===== config.mk =====
export PLATFORM = sky130hd
export DESIGN_NAME = opb_register_simulink2ppc_fifo
export DESIGN_NICKNAME = d
export VERILOG_FILES = /design/src/rtl/opb_register_simulink2ppc_fifo.sv
export SDC_FILE = /design/constraint.sdc
export NUM_CORES = 1
export LEC_CHECK = 0
export CAP_MARGIN = 20
export CORE_MARGIN = 1
export CORE_UTILIZATION = 53
export DETAILED_ROUTE_END_ITERATION = 12
export GPL_ROUTABILITY_DRIVEN = 0
export PLACE_DENSITY = 0.85
export SYNTH_ARGS = -nofsm -noshare
export SYNTH_HDL_FRONTEND = slang
export SYNTH_SLANG_ARGS = --single-unit

===== constraint.sdc =====
create_clock -name OPB_Clk -period 6.1 [get_ports OPB_Clk]
set_input_delay 0.61 -clock OPB_Clk [delete_from_list [all_inputs] [get_ports OPB_Clk]]
set_output_delay 0.61 -clock OPB_Clk [all_outputs]
set_load 0.1 [all_outputs]

===== src/rtl/opb_register_simulink2ppc_fifo.sv =====
// rtl/opb_register_simulink2ppc_fifo.sv - OPB slave draining a user-fed FIFO to the PowerPC (optional PEEK via OPB_S2P_PEEK_EN)
module opb_register_simulink2ppc_fifo #(
    parameter logic [31:0] C_BASEADDR   = 32'hFFFF_FFFF,
    parameter logic [31:0] C_HIGHADDR   = 32'h0000_0000,
    parameter int          C_OPB_AWIDTH = 32,
    parameter int          C_OPB_DWIDTH = 32,
    parameter int          C_FIFO_AW    = 4,
    parameter              C_FAMILY     = "virtex5"
) (
    input  logic        OPB_Clk,
    input  logic        OPB_Rst_n,
    input  logic [0:31] OPB_ABus,
    input  logic [0:3]  OPB_BE,
    input  logic [0:31] OPB_DBus,
    input  logic        OPB_RNW,
    input  logic        OPB_select,
    input  logic        OPB_seqAddr,
    output logic [0:31] Sl_DBus,
    output logic        Sl_xferAck,
    output logic        Sl_errAck,
    output logic        Sl_retry,
    output logic        Sl_toutSup,
    input  logic [31:0] user_data_in,
    input  logic        user_valid,
    output logic        user_full
);

    localparam int                 DEPTH     = 1 << C_FIFO_AW;
    localparam logic [C_FIFO_AW:0] DEPTH_CNT = (C_FIFO_AW + 1)'(DEPTH);

    localparam logic [1:0] S_IDLE = 2'd0;
    localparam logic [1:0] S_ACK  = 2'd1;
    localparam logic [1:0] S_WAIT = 2'd2;

    localparam logic [1:0] REG_DATA   = 2'd0;
    localparam logic [1:0] REG_STATUS = 2'd1;
    localparam logic [1:0] REG_CTRL   = 2'd2;
    localparam logic [1:0] REG_PEEK   = 2'd3;

    logic [1:0]  state;
    logic [1:0]  reg_q;
    logic        rnw_q;
    logic [1:0]  ctrl_q;

    logic [31:0] mem [0:DEPTH-1];
    logic [C_FIFO_AW-1:0] wr_ptr;
    logic [C_FIFO_AW-1:0] rd_ptr;
    logic [C_FIFO_AW:0]   count;
    logic [C_FIFO_AW:0]   count_next;
    logic        ovf_q;
    logic        unf_q;
    logic        full_q;

    logic [31:0] abus;
    logic [31:0] dbus;
    logic [31:0] addr_diff;
    logic        hit;
    logic        acc, rd_acc, wr_acc;
    logic        empty, full_cnt;
    logic        pop_req, pop, push, ovf_evt, unf_evt;
    logic        clr_ovf, clr_unf;
    logic [31:0] head;
    logic [31:0] rd_word;
    logic        unused_inputs;

    // Bus bit 0 is the MSB, so a straight assignment keeps MSB-to-MSB.
    assign abus      = OPB_ABus;
    assign dbus      = OPB_DBus;
    assign addr_diff = abus - C_BASEADDR;
    assign hit       = OPB_select && (abus >= C_BASEADDR) && (abus <= C_HIGHADDR);

    assign unused_inputs = &{1'b0, OPB_BE, OPB_seqAddr, dbus[31:4], dbus[1:0],
                             addr_diff[31:4], addr_diff[1:0]};

    always_ff @(posedge OPB_Clk or negedge OPB_Rst_n) begin
        if (!OPB_Rst_n) begin
            state  <= S_IDLE;
            reg_q  <= 2'd0;
            rnw_q  <= 1'b0;
            ctrl_q <= 2'd0;
        end else begin
            case (state)
                S_IDLE: if (hit) begin
                    state  <= S_ACK;
                    reg_q  <= addr_diff[3:2];
                    rnw_q  <= OPB_RNW;
                    ctrl_q <= dbus[3:2];
                end
                S_ACK:   state <= S_WAIT;
                S_WAIT:  if (!OPB_select) state <= S_IDLE;
                default: state <= S_IDLE;
            endcase
        end
    end

    assign acc    = (state == S_ACK);
    assign rd_acc = acc && rnw_q;
    assign wr_acc = acc && !rnw_q;

    assign empty    = (count == '0);
    assign full_cnt = (count == DEPTH_CNT);
    assign head     = mem[rd_ptr];

    // A pop frees a slot in the same cycle, so a full FIFO can still accept.
    assign pop_req = rd_acc && (reg_q == REG_DATA);
    assign pop     = pop_req && !empty;
    assign unf_evt = pop_req && empty;
    assign push    = user_valid && (!full_cnt || pop);
    assign ovf_evt = user_valid && !push;
    assign clr_ovf = wr_acc && (reg_q == REG_CTRL) && ctrl_q[0];
    assign clr_unf = wr_acc && (reg_q == REG_CTRL) && ctrl_q[1];

    always_comb begin
        count_next = count;
        case ({push, pop})
            2'b10:   count_next = count + 1'b1;
            2'b01:   count_next = count - 1'b1;
            default: count_next = count;
        endcase
    end

    always_ff @(posedge OPB_Clk) begin
        if (push) mem[wr_ptr] <= user_data_in;
    end

    always_ff @(posedge OPB_Clk or negedge OPB_Rst_n) begin
        if (!OPB_Rst_n) begin
            wr_ptr <= '0;
            rd_ptr <= '0;
            count  <= '0;
            full_q <= 1'b0;
            ovf_q  <= 1'b0;
            unf_q  <= 1'b0;
        end else begin
            if (push) wr_ptr <= wr_ptr + 1'b1;
            if (pop)  rd_ptr <= rd_ptr + 1'b1;
            count  <= count_next;
            full_q <= (count_next == DEPTH_CNT);
            // A new event in the same cycle as a clear keeps the flag set.
            if (ovf_evt)      ovf_q <= 1'b1;
            else if (clr_ovf) ovf_q <= 1'b0;
            if (unf_evt)      unf_q <= 1'b1;
            else if (clr_unf) unf_q <= 1'b0;
        end
    end

    always_comb begin
        rd_word = 32'h0;
        case (reg_q)
            REG_DATA:   rd_word = empty ? 32'h0 : head;
            REG_STATUS: rd_word = {16'h0, 8'(count), 4'h0, unf_q, ovf_q, full_cnt, empty};
`ifdef OPB_S2P_PEEK_EN
            REG_PEEK:   rd_word = empty ? 32'h0 : head;
`endif
            default:    rd_word = 32'h0;
        endcase
    end

    assign Sl_DBus    = rd_acc ? rd_word : 32'h0;
    assign Sl_xferAck = acc;
    assign Sl_errAck  = 1'b0;
    assign Sl_retry   = 1'b0;
    assign Sl_toutSup = 1'b0;
    assign user_full  = full_q;

endmodule


# Yosys cells after proc, flatten, opt, wreduce, memory -nomap -nowiden
# Memories as Yosys holds them, arrays and structs flattened.
# Index checks and enable logic that the tools add are counted.
# op_classes
n_reduce_logical	24
eq_ne	10
magnitude_cmp	2
muxes	13
n_addsub	5
# ops
op	count
32-bit two-way mux	2
32-bit case mux with 2 select lines	1
32-bit >= comparator, second input constant	1
32-bit by 1-bit <= comparator with 1-bit output, second input constant	1
1-bit logical AND	12
5-bit equality test, second input constant	2
5-bit case mux with 2 select lines	1
4-bit by 1-bit adder with 4-bit output, second input constant	2
2-bit by 1-bit equality test with 1-bit output, second input constant	3
2-bit equality test, second input constant	3
1-bit two-way mux	6
2-bit case mux with 3 select lines	1
5-bit by 1-bit adder with 5-bit output, second input constant	1
5-bit zero test	1
5-bit by 1-bit subtractor with 5-bit output, second input constant	1
1-bit zero test	4
2-bit zero test	2
2-bit two-way mux	2
2-bit inequality test, second input constant	2
2-bit AND reduction	2
2-bit nonzero test	2
4-bit subtractor, second input constant	1
1-bit logical OR	1
# totals
n_memories	1
reg_bits	23
elab_cells	65
inputBits	106
mem_bits_rw	512
output_inout_bits	37
# memory_table
memory	words	word_bits	read_ports	rd_ports_with_merged_regs	wr	line_no	source
mem	16	32	1	0	1	45	logic [31:0] mem [0:DEPTH-1];

# Depth between registers and ports, before layout
# logic_depth
word_depth	9
depth_mapped	11
depth_no_buf	10

# Worst setup path before layout
# No wires, ideal clock.
# synth_timing
path_kind	reg-to-reg
from	register state[1]
to	memory mem[0][0], enable pin
t_required_ns	5.598
synth_period_minus_slack_ns	4.783
path_stages_with_launch	5
setup_slack_ns	1.317
path_buffers	0
setup_time_ns	0.502
arrival_time_ns	4.281
path_cell_list	dfrtp_1 -> or3b_4 -> nor2_1 -> o21ai_0 -> nor4_1
# synth_via
elab_chain_len	8
# synth_lines
item	line_no	source
start, declared	40	logic [1:0] state;
start signal, assigned	77	state <= S_IDLE;
start signal, assigned	84	state <= S_ACK;
start signal, assigned	89	S_ACK: state <= S_WAIT;
2-bit by 1-bit equality test with 1-bit output	96	assign acc = (state == S_ACK);
1-bit logical AND	97	assign rd_acc = acc && rnw_q;
1-bit logical AND	105	assign pop_req = rd_acc && (reg_q == REG_DATA);
1-bit logical AND	106	assign pop = pop_req && !empty;
1-bit logical OR	108	assign push = user_valid && (!full_cnt || pop);
1-bit logical AND	108	
1-bit two-way mux	123	if (push) mem[wr_ptr] <= user_data_in;
1-bit two-way mux (implied by the code)	123	
end, declared	45	
# Every way passes these cells.

# Worst setup path in the final report
# layout_timing
from	register rd_ptr[0]
to	output port Sl_DBus[0] in the netlist's numbering
# layout_via
elab_chain_len	4
# layout_lines
item	line_no	source
start, declared	47	logic [C_FIFO_AW-1:0] rd_ptr;
start signal, assigned	136	if (pop) rd_ptr <= rd_ptr + 1'b1;
memory read 16 x 32 bit	n/a	
32-bit two-way mux	150	REG_DATA: rd_word = empty ? 32'h0 : head;
32-bit case mux with 2 select lines	149	case (reg_q)
32-bit two-way mux	159	assign Sl_DBus = rd_acc ? rd_word : 32'h0;
end, declared	18	output logic [0:31] Sl_DBus,
# Every way passes these cells.

==> impl_summary.md <==
Detailed routing
Summed over all layers, the routed wires come to about 46 mm. The post-detailed-route via-to-cell ratio is between 6 and 7. The routed layout has 9951 vias.

The number of remaining DRC errors is 0. The count of nets left with antenna violations once routing finished came out at 0. After detailed routing, the average wire length per cell comes to around 29 um.

The number of iterations in the first detailed-routing pass is 5. In this run, the number of DRC markers left after iteration 0 of detailed routing was 1062.

Worst setup path
The critical path goes through buf_12 > mux4_2 > mux4_2 > nor2b_1 > clkdlybuf4s50_1. The worst setup path is captured at an output port. Together, buffers and inverters on the worst path number 2.

STA classifies the critical path startpoint as a register. The cell repeated most along the worst path is sky130_fd_sc_hd__mux4_2. The worst-path cell with the longest stage delay is sky130_fd_sc_hd__dfrtp_4.

The number of cells on the worst reg-to-reg path is 10. By startpoint and endpoint, the worst setup path is classified as reg2out. STA puts the critical path data arrival time at 4490 ps.

The largest single stage delay on the critical path is between 1000 and 1500 ps. The top cell family by delay on the critical path is buffers and inverters. Counting buffers and inverters, the worst setup path is 5 cells deep.

The maximum fanout encountered on the critical timing path is 52. The required time at the endpoint of the critical path is ~5500 ps.

Clock tree
The count of H-tree levels built during CTS is 2. The number of buffers added by the clock tree synthesis step is 51. The sink count of the clock tree is ~540. Clock latency on the worst-skew pair, taken at its later pin, is 590 ps.

The maximum number of buffers from clock root to sink is 3. Post-CTS timing repair inserted 0 buffers for setup. The clock slew at the register clock pins of the worst setup and hold paths is roughly 60 ps. The count of cells resized by post-cts repair is 0. The clock root buffer is sky130_fd_sc_hd__clkbuf_16. The number of hold buffers added after CTS was 0. The CTS tree is done.

Placed design
The cell area after placement is ~22000 um2. The detailed-placement wirelength estimate is roughly 23 mm. Port buffering added 69 buffers. The cell count after placement is ~1500.

STA
Setup total negative slack on the finished layout was measured at 0 ps. Based on the critical path, the design can be clocked at up to 196 MHz. Setup violations remaining at the end of the flow were counted as 0. The max-slew violation total from the final report came to 0. Setup repair after global routing left no endpoint under its margin. For the final database, setup skew stands at ~16 ps. The hold violation count in the final report came to 0. The transition time at the pin with the least slew margin is between 1000 and 1500 ps. Dividing the final minimum period by the clock period gives 0.837. Headroom to the max-slew limit came out at 0.245.

The post-layout minimum cycle time is between 5000 and 6000 ps.

Floorplan
The effective utilization at floorplan is 0.538. The total die area is approximately 40000 um2. The count of boundary I/O pins is around 140.

The die is roughly 200 um tall. In this run the core area contains 72 standard-cell rows. The total core area is 38700 um2.

The horizontal extent of the die is around 200 um.

Cells and area
In the layout the commonest cells are sky130_fd_sc_hd__edfxtp_1, sky130_fd_sc_hd__mux4_2, sky130_fd_sc_hd__clkdlybuf4s50_1. The area growth from synthesis to layout is 13.9%. For this run, the post-layout net count is 1122. The filler cells instantiated in the layout total ~2600. The library cell used most frequently in the layout, excluding fill and tap cells, is sky130_fd_sc_hd__edfxtp_1.

The post-route cell area is approximately 24000 um2. The number of cells in the finished layout apart from fillers is ~1600. At the end of the flow the core is filled with cells to 0.613. The area used by sequential logic in the layout is between 15000 and 20000 um2. The combined area of the multi-input logic cells is around 4600 um2. The fraction of layout cells with a size suffix above 1 is 0.259.

Global routing
The number of global-route vias before repair is ~10000. The initial antenna violation count is 1. Entering global routing, the biggest net connects 53 pins.

Global routing finished with a remaining overflow of 0. Across every metal layer, demand over resource in global routing totals 0.235. The wire length of the first global-routing pass is ~68 mm.

Synth
Of all cell types, the one taking the most synthesized area is sky130_fd_sc_hd__edfxtp_1. The number of warnings reported in the yosys synthesis log is 0. A synthesized cell averages 22.7 um2.

The number of instances in the synthesized netlist is just over 900. The number of distinct standard cells referenced by the synthesized netlist is 56. The portion of synthesized cell area occupied by the leading cell type is 0.738. For this run, the leading register cell type out of synthesis is sky130_fd_sc_hd__edfxtp_1. After synthesis, the cell types taking the most area are sky130_fd_sc_hd__edfxtp_1, sky130_fd_sc_hd__mux4_2, sky130_fd_sc_hd__dfrtp_1. For this run, asynchronously set or reset flops after synthesis account for 0.0430. The netlist area before placement is 20800 um2. The number of register bits inferred by synthesis is between 500 and 600. The number of enable flip-flop cells after synthesis is about 510. The fraction of the yosys area taken by sequential cells is 0.765.

Pwr
Dividing total power by cell area gives a power density of 347 nW/um2. Across the VDD grid, the largest voltage drop is between 0.4 and 0.5 mV. Summed over all cells, the static leakage comes to approximately 7.3 nW.

Job
Max-cap violations in this run came to 0.

Outcome
The flow ran to the end, and the final reports show no timing, DRC or antenna violations.

Worst hold path
The path type of the worst min-delay path is in2async.
-- cells in the mapped netlist, drive strengths merged, types with 2 or more instances --
| master | instances |
|---|---|
| a21o | 7 |
| a21oi | 11 |
| a22oi | 15 |
| a31oi | 3 |
| a32oi | 2 |
| and2 | 6 |
| and3 | 5 |
| buf | 28 |
| clkbuf | 28 |
| dfrtp | 23 |
| edfxtp | 512 |
| ha | 6 |
| inv | 12 |
| mux2i | 3 |
| mux4 | 150 |
| nand2 | 14 |
| nand3 | 5 |
| nand4 | 2 |
| nor2 | 13 |
| nor2b | 26 |
| nor3b | 2 |
| nor4 | 6 |
| o211ai | 2 |
| o21a | 2 |
| o21ai | 7 |
| or3 | 2 |
| or4 | 2 |
| xnor2 | 6 |
| xor2 | 3 |
-- metal layers --
layer	up-vias	global-route usage	routed length, um
met1	5230	0.311	17200
met2	576	0.391	23500
li1	4037	-	-
met3	108	0.0431	4030
met5	-	0	0
met4	0	0.0935	1500
-- final timing paths --
check | from | slack, ps | endpoint
max | rd_ptr[0] | 1000 | Sl_DBus[0]
min | OPB_Rst_n | 270 | ctrl_q[1]
max reg2reg | count[1] | 2200 | user_full
min reg2reg | ctrl_q[0] | 380 | ctrl_q[0]
max in group asynchronous | OPB_Rst_n | 5410 | rd_ptr[2]
min in group OPB_Clk | ctrl_q[0] | 380 | ctrl_q[0]
-- through the flow --
stage	power [W]	worst slack (ps)	hold WS (ps)
CTS	0.00826	912	381
global route	0.00846	782	285
floorplan	0.00498	1320	314
detailed placement	0.00531	1570	368
finish	0.00823	996	271
global placement	0.00524	1630	368
-- power by group --
part	total (W)	internal [W]	switching, W	leakage (nW)
Combinational	0.000704	0.000225	0.000479	1.66
Sequential	0.00456	0.00441	0.000155	4.91
Clock	0.00296	0.00167	0.00130	0.754
-- cells by family after synthesis --
family	count (synthesis)	share of synthesized area
and+or+nand+nor	89	0.0255
other	1	0.000180
buffers and inverters	68	0.0169
muxes	154	0.164
AOI/OAI and AO/OA	57	0.0204
adders and majority gates	6	0.00360
xor gates and xnor gates	9	0.00378
DFF	535	0.765
-- area by class of cell --
cell class | instances | area share
clock buffers | 72 | 0.0602
well taps | 518 | 0.0273
diodes | 2 | 0.000211
flip-flops and latches | 535 | 0.673
inverters | 12 | 0.00190
repair buffers | 91 | 0.0388
multi-input cells | 319 | 0.194
clock inverters | 19 | 0.00480
-- state kept, by name, indices dropped and copies added (netlist names) --
| name | cells |
|---|---|
| count | 5 |
| user_full | 1 |
| wr_ptr | 4 |
| rnw_q | 1 |
| ctrl_q | 2 |
| mem | 512 |
| ovf_q | 1 |
| reg_q | 2 |
| rd_ptr | 4 |
| state | 2 |
| unf_q | 1 |
(Power assumes the default switching activity.)
